`src/rtl/vga_timing_pkg.sv`:
```
// ============================================================================
// Module : vga_timing_pkg
// Default 640x480@60 timing constants, pulse bundle type and total helpers.
// Revision: 1.0
// ============================================================================
`default_nettype none

package vga_timing_pkg;

  localparam int DEF_CLK_DIV      = 4;
  localparam int DEF_CNT_W        = 11;
  localparam int DEF_H_ACTIVE     = 640;
  localparam int DEF_H_FP         = 16;
  localparam int DEF_H_SYNC       = 96;
  localparam int DEF_H_BP         = 48;
  localparam int DEF_V_ACTIVE     = 480;
  localparam int DEF_V_FP         = 10;
  localparam int DEF_V_SYNC       = 2;
  localparam int DEF_V_BP         = 33;
  localparam int DEF_REFRESH_LINE = 481;
  localparam int DEF_FRAME_CNT_W  = 8;

  typedef struct packed {
    logic pix_stb;
    logic line_start;
    logic frame_start;
    logic refresh_tick;
  } vga_pulse_t;

  function automatic int h_total(input int active, input int fp, input int sync, input int bp);
    return active + fp + sync + bp;
  endfunction

  function automatic int v_total(input int active, input int fp, input int sync, input int bp);
    return active + fp + sync + bp;
  endfunction

endpackage

`default_nettype wire

```
`src/rtl/vga_pix_div.sv`:
```
// ============================================================================
// Module : vga_pix_div
// Pixel strobe divider: o_adv is high one clock in every CLK_DIV clocks.
// Revision: 1.0
// ============================================================================
`default_nettype none

module vga_pix_div #(
  parameter int CLK_DIV = 4
) (
  input  logic clk,
  input  logic rst,
  output logic o_adv
);

  localparam int DIV_W = (CLK_DIV > 1) ? $clog2(CLK_DIV) : 1;
  localparam logic [DIV_W-1:0] c_LAST = DIV_W'(CLK_DIV - 1);

  logic [DIV_W-1:0] r_div_cnt;

  // With CLK_DIV=1 the counter is pinned at zero, so o_adv is high every cycle.
  assign o_adv = (r_div_cnt == c_LAST);

  always_ff @(posedge clk) begin
    if (rst || o_adv) begin
      r_div_cnt <= '0;
    end else begin
      r_div_cnt <= r_div_cnt + DIV_W'(1);
    end
  end

endmodule

`default_nettype wire

```
`src/rtl/vga_timing_gen.sv`:
```
// ============================================================================
// Module : vga_timing_gen
// Parametrised VGA raster timing generator on the board clock with pixel strobe.
// Optional: define VGA_FRAME_COUNT_EN to add the frame_count output.
// Revision: 1.0
// ============================================================================
`default_nettype none

module vga_timing_gen
  import vga_timing_pkg::*;
#(
  parameter int CLK_DIV      = DEF_CLK_DIV,
  parameter int CNT_W        = DEF_CNT_W,
  parameter int H_ACTIVE     = DEF_H_ACTIVE,
  parameter int H_FP         = DEF_H_FP,
  parameter int H_SYNC       = DEF_H_SYNC,
  parameter int H_BP         = DEF_H_BP,
  parameter int V_ACTIVE     = DEF_V_ACTIVE,
  parameter int V_FP         = DEF_V_FP,
  parameter int V_SYNC       = DEF_V_SYNC,
  parameter int V_BP         = DEF_V_BP,
  parameter bit H_POL        = 1'b0,
  parameter bit V_POL        = 1'b0,
  parameter int REFRESH_LINE = DEF_REFRESH_LINE,
  parameter int FRAME_CNT_W  = DEF_FRAME_CNT_W
) (
  input  logic             CLK100MHZ,
  input  logic             reset,
  output logic [CNT_W-1:0] hcount,
  output logic [CNT_W-1:0] vcount,
  output logic             hsync,
  output logic             vsync,
  output logic             blank,
  output logic             de,
  output logic             pix_stb,
  output logic             line_start,
  output logic             frame_start,
  output logic             refresh_tick
`ifdef VGA_FRAME_COUNT_EN
  ,
  output logic [FRAME_CNT_W-1:0] frame_count
`endif
);

  localparam int H_TOTAL = h_total(H_ACTIVE, H_FP, H_SYNC, H_BP);
  localparam int V_TOTAL = v_total(V_ACTIVE, V_FP, V_SYNC, V_BP);

  localparam logic [CNT_W-1:0] c_H_LAST   = CNT_W'(H_TOTAL - 1);
  localparam logic [CNT_W-1:0] c_V_LAST   = CNT_W'(V_TOTAL - 1);
  localparam logic [CNT_W-1:0] c_H_ACT    = CNT_W'(H_ACTIVE);
  localparam logic [CNT_W-1:0] c_V_ACT    = CNT_W'(V_ACTIVE);
  localparam logic [CNT_W-1:0] c_HS_BEG   = CNT_W'(H_ACTIVE + H_FP);
  localparam logic [CNT_W-1:0] c_HS_END   = CNT_W'(H_ACTIVE + H_FP + H_SYNC);
  localparam logic [CNT_W-1:0] c_VS_BEG   = CNT_W'(V_ACTIVE + V_FP);
  localparam logic [CNT_W-1:0] c_VS_END   = CNT_W'(V_ACTIVE + V_FP + V_SYNC);
  localparam logic [CNT_W-1:0] c_REF_LINE = CNT_W'(REFRESH_LINE);

  if (H_BP < 1 || V_BP < 1 || CLK_DIV < 1 || FRAME_CNT_W < 1 ||
      H_TOTAL - 1 > 2**CNT_W - 1 || V_TOTAL - 1 > 2**CNT_W - 1) begin : g_param_guard
    $error("vga_timing_gen: illegal timing parameters");
  end

  logic             w_adv;
  logic [CNT_W-1:0] w_h_next;
  logic [CNT_W-1:0] w_v_next;
  logic             w_hsync_next;
  logic             w_vsync_next;
  logic             w_blank_next;
  vga_pulse_t       w_pulse_next;

  logic [CNT_W-1:0] r_hcount;
  logic [CNT_W-1:0] r_vcount;
  logic             r_hsync;
  logic             r_vsync;
  logic             r_blank;
  vga_pulse_t       r_pulse;

  vga_pix_div #(
    .CLK_DIV (CLK_DIV)
  ) u_pix_div (
    .clk   (CLK100MHZ),
    .rst   (reset),
    .o_adv (w_adv)
  );

  // Everything is decoded from the next counter value so outputs line up with the counters.
  always_comb begin
    w_h_next = r_hcount;
    w_v_next = r_vcount;
    if (w_adv) begin
      if (r_hcount == c_H_LAST) begin
        w_h_next = '0;
        w_v_next = (r_vcount == c_V_LAST) ? '0 : r_vcount + CNT_W'(1);
      end else begin
        w_h_next = r_hcount + CNT_W'(1);
      end
    end
    w_blank_next = (w_h_next >= c_H_ACT) || (w_v_next >= c_V_ACT);
    w_hsync_next = ((w_h_next >= c_HS_BEG) && (w_h_next < c_HS_END)) ? H_POL : ~H_POL;
    w_vsync_next = ((w_v_next >= c_VS_BEG) && (w_v_next < c_VS_END)) ? V_POL : ~V_POL;
    w_pulse_next.pix_stb      = w_adv;
    w_pulse_next.line_start   = w_adv && (w_h_next == '0);
    w_pulse_next.frame_start  = w_adv && (w_h_next == '0) && (w_v_next == '0);
    w_pulse_next.refresh_tick = w_adv && (w_h_next == '0) && (w_v_next == c_REF_LINE);
  end

  always_ff @(posedge CLK100MHZ) begin
    if (reset) begin
      r_hcount <= c_H_LAST;
      r_vcount <= c_V_LAST;
      r_hsync  <= ~H_POL;
      r_vsync  <= ~V_POL;
      r_blank  <= 1'b1;
      r_pulse  <= '0;
    end else begin
      r_hcount <= w_h_next;
      r_vcount <= w_v_next;
      r_hsync  <= w_hsync_next;
      r_vsync  <= w_vsync_next;
      r_blank  <= w_blank_next;
      r_pulse  <= w_pulse_next;
    end
  end

`ifdef VGA_FRAME_COUNT_EN
  logic [FRAME_CNT_W-1:0] r_frame_count;

  always_ff @(posedge CLK100MHZ) begin
    if (reset) begin
      r_frame_count <= '0;
    end else if (w_pulse_next.frame_start) begin
      r_frame_count <= r_frame_count + FRAME_CNT_W'(1);
    end
  end

  assign frame_count = r_frame_count;
`else
  // Frame counter not built in this configuration.
`endif

  assign hcount       = r_hcount;
  assign vcount       = r_vcount;
  assign hsync        = r_hsync;
  assign vsync        = r_vsync;
  assign blank        = r_blank;
  assign de           = ~r_blank;
  assign pix_stb      = r_pulse.pix_stb;
  assign line_start   = r_pulse.line_start;
  assign frame_start  = r_pulse.frame_start;
  assign refresh_tick = r_pulse.refresh_tick;

endmodule

`default_nettype wire

```
`config.mk`:
```
export PLATFORM = sky130hd
export DESIGN_NAME = vga_timing_gen
export DESIGN_NICKNAME = d
export VERILOG_FILES = /design/src/rtl/vga_timing_pkg.sv /design/src/rtl/vga_pix_div.sv /design/src/rtl/vga_timing_gen.sv
export SDC_FILE = /design/constraint.sdc
export NUM_CORES = 1
export LEC_CHECK = 0
export ABC_AREA = 1
export BUFFER_PORTS_ARGS = -buffer_cell sky130_fd_sc_hd__buf_2
export CORE_MARGIN = 4
export CORE_UTILIZATION = 50
export CTS_CLUSTER_SIZE = 40
export DETAILED_ROUTE_END_ITERATION = 10
export GPL_ROUTABILITY_DRIVEN = 0
export PLACE_DENSITY = 0.78
export SLEW_MARGIN = 10
export SYNTH_ARGS = -nofsm -noshare
export SYNTH_HDL_FRONTEND = slang
export SYNTH_HIERARCHICAL = 1
export SYNTH_SLANG_ARGS = --single-unit
```
`constraint.sdc`:
```
create_clock -name CLK100MHZ -period 1.8 [get_ports CLK100MHZ]
set_input_delay 0.09 -clock CLK100MHZ [delete_from_list [all_inputs] [get_ports CLK100MHZ]]
set_output_delay 0.09 -clock CLK100MHZ [all_outputs]
set_load 0.005 [all_outputs]
```
==> flow_summary.yaml <==
yosys:
  avgSynthCellArea_sq_um: 6.35
  ys_seq_area_share_pct: 34.3
  ys_warn_count: 6
  yosysMostFrequentCell: "nand2_1"
  synth_area_leaders: "dfxtp_1 (34%), nand2_1 (17%), inv_1 (9.1%)"
  ys_top_cells_by_count: "nand2_1 (83), inv_1 (44), nor2_1 (41)"
  synth_top_area_cell: "dfxtp_1"
  syn_inst: 285
  syn_area_sq_mm: 0.00181
  ys_ff_latch: 31
  post_synth_num_cell_types: 22
  async_reset_ff_share_pct: 0
  synth_edf_count: 0
  synth_top_area_share_pct: 34.3
  synth-main-ff-cell: "dfxtp_1"
  syn-num-nets: 291
detailed_routing:
  routed_wl_microns: 5350
  drc: 0
  viasPerCell: 5.26
  wl_per_cell_microns: 13.6
  drt_iter0_drc: 189
  detail-route-antenna-nets: 0
  vias: 2073
  first_pass_iters: 4
finish:
  area.sequential_sq_um: 633
  nFillCells: 257
  drive_above_1_share_pct: 40.5
  areaGrowthSynthToFinish_pct: 38.2
  nNetsFinal: 354
  multiInputGateArea_sq_mm: 0.00121
  antennaDiodeCount: 0
global_route:
  grt_use_total_pct: 22.5
  grt_pass1_vias: 1818
  antenna_found_initial: 0
  gr-total-overflow: 0
  grt_start_max_net_pins: 17
  grt_pass1_wl_microns: 7900
setup_path:
  crit_start: "hcount[1]"
  worstSetupStartpointType: "flop"
  critPathBufInv: 0
  cpLargestDelayFamily: "simple AND/OR/NAND/NOR gates"
  endpoint_kind: "flop"
  critical_path_required_ps: 2080
  path_cells: "ha_4 > nand2_4 > nor2_4 > nand2_4 > nand2_2 > nand2_1 > nor2_2 > nand3_2 > nor2_2 > nand3_1 > nor2_1"
  slowest_delay_ps: 360
  worstReg2RegStart: "hcount[1]"
  critPathSlowestCell: "dfxtp_2"
  worstSetupPathType: "reg -> reg"
  cp_max_fo: 6
  critPathArrivalTime_ps: 2020
sta:
  tightest_slew_ps: 323
  tns_ps: 0
  finalHoldViolCount: 0
  rsz0062_at_grt: "true"
  fin_crit_sh_pct: 97.1
  max_freq_mhz: 572
  holdWs_ps: 105
  worst_clock_skew_ps: 19.1
  timing.final.crit_period_ps: 1750
  slew_headroom_pct: 78.5
  drv_slew: 0
  setup_viol_count_final: 0
power:
  p_int_uw: 1090
  clkPwrFrac_pct: 25.5
  p_sw_uw: 550
  cellPowerDensity_mw_per_mm2: 657
  seqPwrFrac_pct: 45.2
  switching_share_pct: 33.5
  vdd_ir_drop_max_v: 0.000505
  p_leak_uw: 0.00125
  p_comb_share_pct: 29.2
clock_tree:
  htree_num_levels: 2
  clk_latency_ps: 350
  cts.sinks: 31
  path_clk_slew_ps: 110
  cts_buffers: 5
  cts_buffer_depth: 2
  root_buffer: "clkbuf_4"
  cts_tree: "done"
  ctsHoldBuffers: 0
flow_run:
  maxCapViolCount: 0
die:
  die_w_microns: 68.2
  coreArea_sq_mm: 0.00342
  initial_core_util_pct: 53.0
  rows: 21
  fp.dieArea_sq_mm: 0.00465
  die_h_microns: 68.2
  ios: 32
worst_hold_path:
  min-delay-start: "reset"
  hold_class: "in -> reg"
outcome:
  outcome: "finished clean"
placement:
  dp.final_hpwl_microns: 3630
  io_buffers: 31
==> path summary, 6_finish.rpt <==
| path | to | slack [ps] | cells past startpoint |
|---|---|---|---|
| min reg2reg | u_pix_div/r_div_cnt[0] | 520 | 2 |
| min | vcount[6] | 100 | 2 |
| max | refresh_tick | 50 | 11 |
| max reg2reg | refresh_tick | 50 | 11 |
==> final cells by class <==
type	instances	share of cell area (%)
multi-input cells	206	48.5
flip-flops and latches	31	25.3
repair buffers	58	14.6
inverters	46	7.01
well taps	46	2.30
clock buffers	6	2.05
clock inverters	1	0.200
==> power groups by stage <==
stage                     clock network [uW]  logic, uW  registers (uW)
after floorplan                            0        229             754
after global placement                     0        356             749
after detailed placement                   0        359             750
after CTS                                430        373             737
after global routing                     453        525             746
final                                    420        480             743
==> state kept, by name, indices dropped and copies added (netlist names) <==
signal,flops
refresh_tick,1
hcount,11
vcount,11
hsync,1
blank,1
pix_stb,1
frame_start,1
vsync,1
u_pix_div/r_div_cnt,2
line_start,1
==> timing repair <==
action | CTS | global route
resized for setup | 8 | 60
setup endpoints to repair | 6 | 7
cloned | 0 | 1
buffers inserted | 0 | 6
pin swaps | 2 | 33
==> cells in the final DEF, fill, tap and decap left out, drive strengths merged <==
| master | n |
|---|---|
| a21oi | 3 |
| buf | 58 |
| clkbuf | 6 |
| clkinv | 1 |
| dfxtp | 31 |
| ha | 4 |
| inv | 46 |
| nand2 | 89 |
| nand3 | 32 |
| nand4 | 13 |
| nor2 | 51 |
| nor3 | 7 |
| nor3b | 1 |
| nor4 | 1 |
| o21ai | 2 |
| o21bai | 2 |
| xor2 | 1 |
==> metrics by stage <==
step | total power [uW] | setup WS, ps | util, % | instances | cell area [sq um]
2_1_floorplan | 983 | 141 | - | 285 | 1810
3_3_place_gp | 1100 | -48.4 | 63.3 | 380 | 2160
3_5_place_dp | 1110 | -124 | 63.3 | 380 | 2160
4_1_cts | 1540 | 6.59 | 66.0 | 387 | 2260
5_1_grt | 1720 | -69.6 | 73.2 | 394 | 2500
6_report | 1640 | 51.4 | 73.2 | 394 | 2500
==> routing by layer <==
layer	track usage (%)	up-vias	part of all wire (%)	routed length, microns
met2	37.4	79	49	2640
met1	28.5	953	41	2190
met3	4.27	27	5.8	308
met5	0	-	0	0
met4	8.93	0	4.0	213
li1	-	1014	-	-
==> worst register-to-register path, stage by stage, from the launching register on <==
cell and delay [ps]:
dfxtp_2 360, ha_4 180, nand2_4 80, nor2_4 190, nand2_4 140, nand2_2 120, nand2_1 70, nor2_2 140
nand3_2 100, nor2_2 120, nand3_1 70, nor2_1 110
==> logic make-up (layout without fill, tap and decap cells) <==
kind of cell	Yosys count	count (layout)	share of synthesized area (%)
XOR/XNOR	1	1	0.484
buffers and inverters	49	111	10.6
AND/OR/NAND/NOR	193	194	49.4
adder cells (fa/ha/maj)	4	4	2.77
flip-flops	31	31	34.3
AO/OA/AOI/OAI	7	7	2.42
(Power assumes the default switching activity.)
